===== src/rtl/key_event_if.sv =====
// key_event_if: debounced key level in, gesture event pulses and debug state out.
interface key_event_if;
    logic       keyDeBounce;
    logic       pressPulse;
    logic       releasePulse;
    logic       clickPulse;
    logic       dblClickPulse;
    logic       longPulse;
    logic       repeatPulse;
    logic       keyHeld;
    logic [2:0] fsmState;
    modport master (
        output keyDeBounce,
        input  pressPulse, releasePulse, clickPulse, dblClickPulse,
               longPulse, repeatPulse, keyHeld, fsmState
    );
    modport slave (
        input  keyDeBounce,
        output pressPulse, releasePulse, clickPulse, dblClickPulse,
               longPulse, repeatPulse, keyHeld, fsmState
    );
endinterface


===== src/rtl/key_event_decoder.sv =====
// key_event_decoder: turns a debounced active-low key into press/release/click/double-click/long/repeat pulses.
module key_event_decoder #(
    parameter int LONG_TICKS   = 1000,
    parameter int REPEAT_TICKS = 200,
    parameter int DCLICK_TICKS = 300,
    parameter int CNT_W        = 16
) (
    input logic        clk,
    input logic        rst,
    key_event_if.slave kif
);
    typedef enum logic [2:0] {IDLE = 3'd0, PRESS = 3'd1, HOLD = 3'd2, GAP = 3'd3, PRESS2 = 3'd4} state_t;
    localparam logic [CNT_W-1:0] LONG_END   = CNT_W'(LONG_TICKS - 1);
    localparam logic [CNT_W-1:0] REPEAT_END = CNT_W'(REPEAT_TICKS - 1);
    localparam logic [CNT_W-1:0] DCLICK_END = CNT_W'(DCLICK_TICKS - 1);
    state_t           state, nextState;
    logic [CNT_W-1:0] cnt;
    logic             prevKey, fall, rise, clr;
    logic             pressN, releaseN, clickN, dblN, longN, repeatN;
    assign fall = prevKey & ~kif.keyDeBounce;
    assign rise = ~prevKey & kif.keyDeBounce;
    // Edges are tested before counter terminals so an edge always wins a tie.
    always_comb begin
        nextState = state;
        pressN    = 1'b0;
        releaseN  = 1'b0;
        clickN    = 1'b0;
        dblN      = 1'b0;
        longN     = 1'b0;
        repeatN   = 1'b0;
        case (state)
            IDLE: if (fall) begin
                nextState = PRESS;
                pressN    = 1'b1;
            end
            PRESS: if (rise) begin
                nextState = GAP;
                releaseN  = 1'b1;
            end else if (cnt == LONG_END) begin
                nextState = HOLD;
                longN     = 1'b1;
            end
            HOLD: if (rise) begin
                nextState = IDLE;
                releaseN  = 1'b1;
            end else if (cnt == REPEAT_END) begin
                repeatN   = 1'b1;
            end
            GAP: if (fall) begin
                nextState = PRESS2;
                pressN    = 1'b1;
            end else if (cnt == DCLICK_END) begin
                nextState = IDLE;
                clickN    = 1'b1;
            end
            PRESS2: if (rise) begin
                nextState = IDLE;
                releaseN  = 1'b1;
                dblN      = 1'b1;
            end else if (cnt == LONG_END) begin
                nextState = HOLD;
                longN     = 1'b1;
            end
            default: nextState = IDLE;
        endcase
        clr = (nextState != state) | repeatN;
    end
    always_ff @(posedge clk) begin
        if (rst) begin
            state             <= IDLE;
            cnt               <= '0;
            prevKey           <= 1'b1;
            kif.pressPulse    <= 1'b0;
            kif.releasePulse  <= 1'b0;
            kif.clickPulse    <= 1'b0;
            kif.dblClickPulse <= 1'b0;
            kif.longPulse     <= 1'b0;
            kif.repeatPulse   <= 1'b0;
            kif.keyHeld       <= 1'b0;
            kif.fsmState      <= 3'd0;
        end else begin
            state             <= nextState;
            cnt               <= clr ? '0 : cnt + 1'b1;
            prevKey           <= kif.keyDeBounce;
            kif.pressPulse    <= pressN;
            kif.releasePulse  <= releaseN;
            kif.clickPulse    <= clickN;
            kif.dblClickPulse <= dblN;
            kif.longPulse     <= longN;
            kif.repeatPulse   <= repeatN;
            kif.keyHeld       <= (nextState == PRESS) | (nextState == PRESS2) | (nextState == HOLD);
            kif.fsmState      <= nextState;
        end
    end
endmodule

===== src/flat_wrapper.sv =====
// flat-port wrapper written by rule: the top's interface ports become plain ports
module key_event_decoder_flat 
#(
    parameter int LONG_TICKS   = 1000,
    parameter int REPEAT_TICKS = 200,
    parameter int DCLICK_TICKS = 300,
    parameter int CNT_W        = 16
)
  (clk, rst, kif_keyDeBounce, kif_pressPulse, kif_releasePulse, kif_clickPulse, kif_dblClickPulse, kif_longPulse, kif_repeatPulse, kif_keyHeld, kif_fsmState);
  key_event_if kif_i ();
  input logic clk;
  input logic rst;
  input wire logic [$bits(kif_i.keyDeBounce)-1:0] kif_keyDeBounce;
  output wire logic [$bits(kif_i.pressPulse)-1:0] kif_pressPulse;
  output wire logic [$bits(kif_i.releasePulse)-1:0] kif_releasePulse;
  output wire logic [$bits(kif_i.clickPulse)-1:0] kif_clickPulse;
  output wire logic [$bits(kif_i.dblClickPulse)-1:0] kif_dblClickPulse;
  output wire logic [$bits(kif_i.longPulse)-1:0] kif_longPulse;
  output wire logic [$bits(kif_i.repeatPulse)-1:0] kif_repeatPulse;
  output wire logic [$bits(kif_i.keyHeld)-1:0] kif_keyHeld;
  output wire logic [$bits(kif_i.fsmState)-1:0] kif_fsmState;
  assign kif_i.keyDeBounce = kif_keyDeBounce;
  assign kif_pressPulse = kif_i.pressPulse;
  assign kif_releasePulse = kif_i.releasePulse;
  assign kif_clickPulse = kif_i.clickPulse;
  assign kif_dblClickPulse = kif_i.dblClickPulse;
  assign kif_longPulse = kif_i.longPulse;
  assign kif_repeatPulse = kif_i.repeatPulse;
  assign kif_keyHeld = kif_i.keyHeld;
  assign kif_fsmState = kif_i.fsmState;
  key_event_decoder #(.LONG_TICKS(LONG_TICKS), .REPEAT_TICKS(REPEAT_TICKS), .DCLICK_TICKS(DCLICK_TICKS), .CNT_W(CNT_W)) u_core (.clk(clk), .rst(rst), .kif(kif_i));
endmodule

===== config.mk =====
export PLATFORM = sky130hd
export DESIGN_NAME = key_event_decoder_flat
export DESIGN_NICKNAME = d
export VERILOG_FILES = /design/src/rtl/key_event_if.sv /design/src/rtl/key_event_decoder.sv /design/src/flat_wrapper.sv
export SDC_FILE = /design/constraint.sdc
export NUM_CORES = 1
export LEC_CHECK = 0
export ABC_AREA = 0
export CORE_MARGIN = 10
export CORE_UTILIZATION = 50
export CTS_CLUSTER_DIAMETER = 200
export DETAILED_ROUTE_END_ITERATION = 12
export PLACE_DENSITY = 0.74
export RECOVER_POWER = 25
export SETUP_SLACK_MARGIN = 0.2
export SLEW_MARGIN = 10
export SYNTH_ARGS = -nofsm -noshare
export SYNTH_HDL_FRONTEND = slang
export SYNTH_SLANG_ARGS = --single-unit

===== constraint.sdc =====
create_clock -name clk -period 2.1 [get_ports clk]
set_clock_uncertainty 0.15 [all_clocks]
set_input_delay 0.315 -clock clk [delete_from_list [all_inputs] [get_ports clk]]
set_output_delay 0.315 -clock clk [all_outputs]
set_load 0.005 [all_outputs]

== After elaboration in Yosys (flattened, before gate mapping) ==
Index checks and enable logic that the tools add are counted.
Word-level totals
  memories kept: 0
  output and inout port bits: 10
  bits in writable memories: 0
  input bits: 3
  bits in registers: 27
  memory bits (read-only): 0
  bits in latches: 0
Cells by class
  $mul: 0
  add/subtract/negate cells: 1
  shifts and indexed selects: 0
  order comparisons: 0
  bitwise logic cells: 12
  muxes and demuxes: 15
  eq/ne operators: 11
  divide/modulo/power cells: 0
  reduce and logical (&&, ||, !) cells: 10
Operators by type and width (number)
  $mux 3: 7
  $add 16x1->16 const B: 1
  $eq 16x10->1 const B: 1
  $eq 16x8->1 const B: 1
  $eq 16x9->1 const B: 1
  $pmux 3 s5: 1
  $reduce_or 2->1: 6
  $eq 3x2->1 const B: 3
  $reduce_or 3->1: 3
  $mux 1: 7
  $not 1->1: 7
  $eq 3x1->1 const B: 2
  $eq 3x3->1 const B: 2
  $logic_not 3->1: 1
  $ne 3x3->1: 1
  $or 1x1->1: 3
  $and 1x1->1: 2

== Depth between registers and ports, before layout ==
  depth after elaboration: 7
  gate-level depth with buffers: 8
  mapped depth without buffers: 7

== Least setup slack after synthesis ==
Ideal clock, no wire load.
  path type: flip-flop to flip-flop
  from: register u_core.cnt[0]
  to: register u_core.cnt[14]
  path slack: -0.238 ns
  cell stages (with the launch flop): 9
  library setup time: 0.115 ns
  buffers on the path: 1
  data arrival time: 2.073 ns
  clock period less this slack: 2.338 ns
  cell sequence: dfxtp_1 -> ha_1 -> or4b_4 -> nor4b_4 -> nand3_2 -> a211o_1 -> nand3_4 -> buf_12 -> nor2_2
Between the ends
  longest elaborated chain between the ends: 7
Ends and longest elaborated chain
  start, declared: line key_event_decoder.sv:17  | logic [CNT_W-1:0] cnt;
  start signal, assigned: line key_event_decoder.sv:83  | cnt <= clr ? '0 : cnt + 1'b1;
  $eq 16x10->1 / $eq 16x9->1 (equally long branches): line key_event_decoder.sv:39, key_event_decoder.sv:60, key_event_decoder.sv:52
  $mux 3, on equally long branches: line key_event_decoder.sv:39, key_event_decoder.sv:60, key_event_decoder.sv:52
  $mux 3, on equally long branches: line key_event_decoder.sv:56, key_event_decoder.sv:36, key_event_decoder.sv:49
  $pmux 3 s5: line key_event_decoder.sv:31  | case (state)
  $ne 3x3->1: line key_event_decoder.sv:66  | clr = (nextState != state) | repeatN;
  $or 1x1->1: line key_event_decoder.sv:66
  $reduce_or 2->1 (no line)
Parallel ways exist; a longest one is shown, timed or not.
A chain may end at the register's enable or synchronous reset.

== Worst setup path in the final report ==
  from: register u_core.cnt[1]
  to: register u_core.cnt[14]
The elaborated chain is that of the path after synthesis.

==> impl_metrics.toml <==
[worst_setup_path]
crit_arrival_ns = 2.48
cp.depth = 9
r2r_end = "u_core.cnt[14]"
r2r_start = "u_core.cnt[1]"
cp_slowest_stage_delay_ns = 0.49
critPathTopFamily = "simple AND/OR/NAND/NOR gates"
r2r_cells = 9
ff2ff_setup_slack_ns = -0.29
slowest_stage = "or4b_4"
path_max_fanout = 8
start_kind = "flop"
crit_buf_inv = 2
criticalPathCategory = "flop to flop"
cp-end-kind = "flop"
startpoint = "u_core.cnt[1]"
crit_chain = "ha_4 -> or4b_4 -> nor4b_4 -> buf_4 -> nand3_2 -> a211o_1 -> nand3_4 -> buf_16 -> nor2_2"
critical_path_required_ns = 2.19
setup.worst_path.end = "u_core.cnt[14]"

[synth]
synth_cell_types = 44
synth_nets = 153
ys_async_sr_fraction = 0
synth-edff-count = 0
synth_area_per_cell_um2 = 9.245
ys_warn_count = 0
ys_seq_elements = 27
yosysSeqAreaShare = 0.3924
synthesis.area_um2 = 1378
ys.flop_type = "dfxtp_1"
synth.top_cells.by_area = "dfxtp_1 39%, xor2_1 6.4%, xnor2_1 5.1%"
synth_top_area_cell = "dfxtp_1"
synth.top_cell.area_share = 0.3924
synthCells = 149

[clock_tree]
clkLatencyLatePin_ns = 0.34
cts.sinks = 27
htreeDepth = 1
postCtsHoldBufs = 0
clock_path_buffers = 2
cts_tree = "yes"
cts_made_buffers = 3
cts_root_buf = "clkbuf_4"
clk_pin_slew_worst_paths_ns = 0.13

[layout]
area_delta_synth_final_pct = 37.69
final_cells = 229
antenna_cells = 0
final_cell_mix = "36 x buf_4, 24 x dfxtp_1, 16 x nor2_1"
fillers = 189
final_common_cell = "buf_4"
stdcell_area_um2 = 1897
drive_gt1_frac = 0.3568
fin_util = 0.7453
fin_nets = 204

[place]
post-dp-hpwl_um = 2542
pre_cts_slack_ns = -0.2736
portBuffers = 12
placed_area_um2 = 1747
dp.cells = 216
gp_congestion = 0.9332

[run_status]
violations = "setup timing"
outcome = "finished, violations left"

[timing]
timing.final.crit_share = 1.138
rsz0062_at_grt = "true"
maxSlewViolCount = 0
hold_viol = 0
setup_viol = 21
min_period_ns = 2.390
holdWs_ns = 0.4076
setup_slack_ns = -0.2902
maxSlewHeadroom = 0.6078
fmax_mhz = 418.4
tns_ns = -5.349
worst_pin_slew_ns = 0.5884

[power]
design_power_total_uw = 907.3
power.leakage_nw = 0.7374
powerDensity_nw_per_um2 = 478.4
peakVddDrop_v = 0.0003862

[die]
die_area_um2 = 5255
core_um2 = 2545
num_io_pins = 13
die_h_um = 72.49
initial_core_util = 0.5413
die_w_um = 72.49
rows = 18

[route]
firstDrtPassIters = 4
drt-initial-drc-count = 72
postRouteWirelength_um = 3634
viasPerCell = 5.655
drc = 0
ant_nets = 0
route.vias.total = 1295
wl_per_cell_um = 15.87

[global_route]
grt_pass1_wl_um = 6065
grt_max_degree = 15
grt_antenna_before_repair = 0
overflow = 0
grt_usage = 0.1398
first_global_vias = 1310

[hold_path]
worstHoldPathType = "flop to flop"

[run]
maxCapViolations = 0
-- Yosys cell counts, types with 2 or more instances --
library cell  count
a21oi_1           6
and2_1            3
and3_1            7
and4_1            2
buf_4             3
dfxtp_1          27
nand2_1           4
nand2b_1          2
nand3_1          11
nor2_1           17
nor2_2           10
nor2b_1           5
nor3_1            3
nor4_1            3
xnor2_1           8
xor2_1           10
-- worst reg2reg max path: cells and delay by family (launching register included) --
family | cells | cell delay (ns)
fa+ha+maj | 1 | 0.13
simple gates | 5 | 1.00
buf+inv | 2 | 0.33
flops | 1 | 0.38
compound gates | 1 | 0.32
-- layer usage --
layer | GRT usage | share of wire
met1 | 0.1639 | 0.42
met2 | 0.2410 | 0.48
met5 | 0 | 0
met4 | 0.05274 | 0.026
met3 | 0.03129 | 0.071
-- final cells by class --
cell class | count | area (um^2) | share of cell area
Multi-Input combinational cell | 114 | 815.8 | 0.4301
Sequential cell | 27 | 549.3 | 0.2896
Timing Repair Buffer | 53 | 464.2 | 0.2447
Tap cell | 30 | 37.54 | 0.01979
Clock buffer | 4 | 26.28 | 0.01385
Inverter | 1 | 3.754 | 0.001979
-- cells by family (layout without fill, tap and decap cells) --
logic type / count (synthesis) / after routing / synth area share
xor+xnor: 18 / 18 / 0.1144
flops: 27 / 27 / 0.3924
buf+inv: 8 / 58 / 0.04813
compound gates: 15 / 15 / 0.07539
simple gates: 79 / 79 / 0.3533
fa+ha+maj: 2 / 2 / 0.01635
-- timing repair --
action / 4_1_cts / 5_1_grt
setup endpoints to repair: 23 / 25
gates cloned: 1 / 0
gates resized for setup: 7 / 4
endpoints found under the hold margin: 0 / 0
pin swaps: 4 / 2
setup buffers: 3 / 5
-- flip-flops by register name, indices dropped and copies added (netlist names) --
register                  flops
u_core.kif.repeatPulse        1
u_core.kif.pressPulse         1
u_core.kif.fsmState           3
u_core.kif.longPulse          1
u_core.kif.dblClickPulse      1
u_core.kif.keyHeld            1
u_core.kif.clickPulse         1
u_core.prevKey                1
u_core.cnt                   16
u_core.kif.releasePulse       1
-- how the worst min path moves through the flow --
stage / cells past startpoint / endpoint / slack (ns) / startpoint
final: 2 / u_core.cnt[0] / 0.41 / u_core.cnt[0]
after global routing: 2 / u_core.cnt[0] / 0.42 / u_core.cnt[0]
after CTS: 2 / u_core.kif.pressPulse / 0.40 / u_core.prevKey
after detailed placement: 2 / u_core.kif.pressPulse / 0.38 / u_core.prevKey
after global placement: 2 / u_core.kif.pressPulse / 0.37 / u_core.prevKey
after floorplan: 1 / u_core.kif.repeatPulse / 0.24 / rst
-- report_power, final --
| part | switching, mW | internal, mW | leakage (nW) |
|---|---|---|---|
| Clock | 0.154 | 0.0748 | 0.0150 |
| Combinational | 0.0699 | 0.0793 | 0.502 |
| Sequential | 0.00700 | 0.523 | 0.220 |
Note: power is estimated with default switching activity, not from simulation.
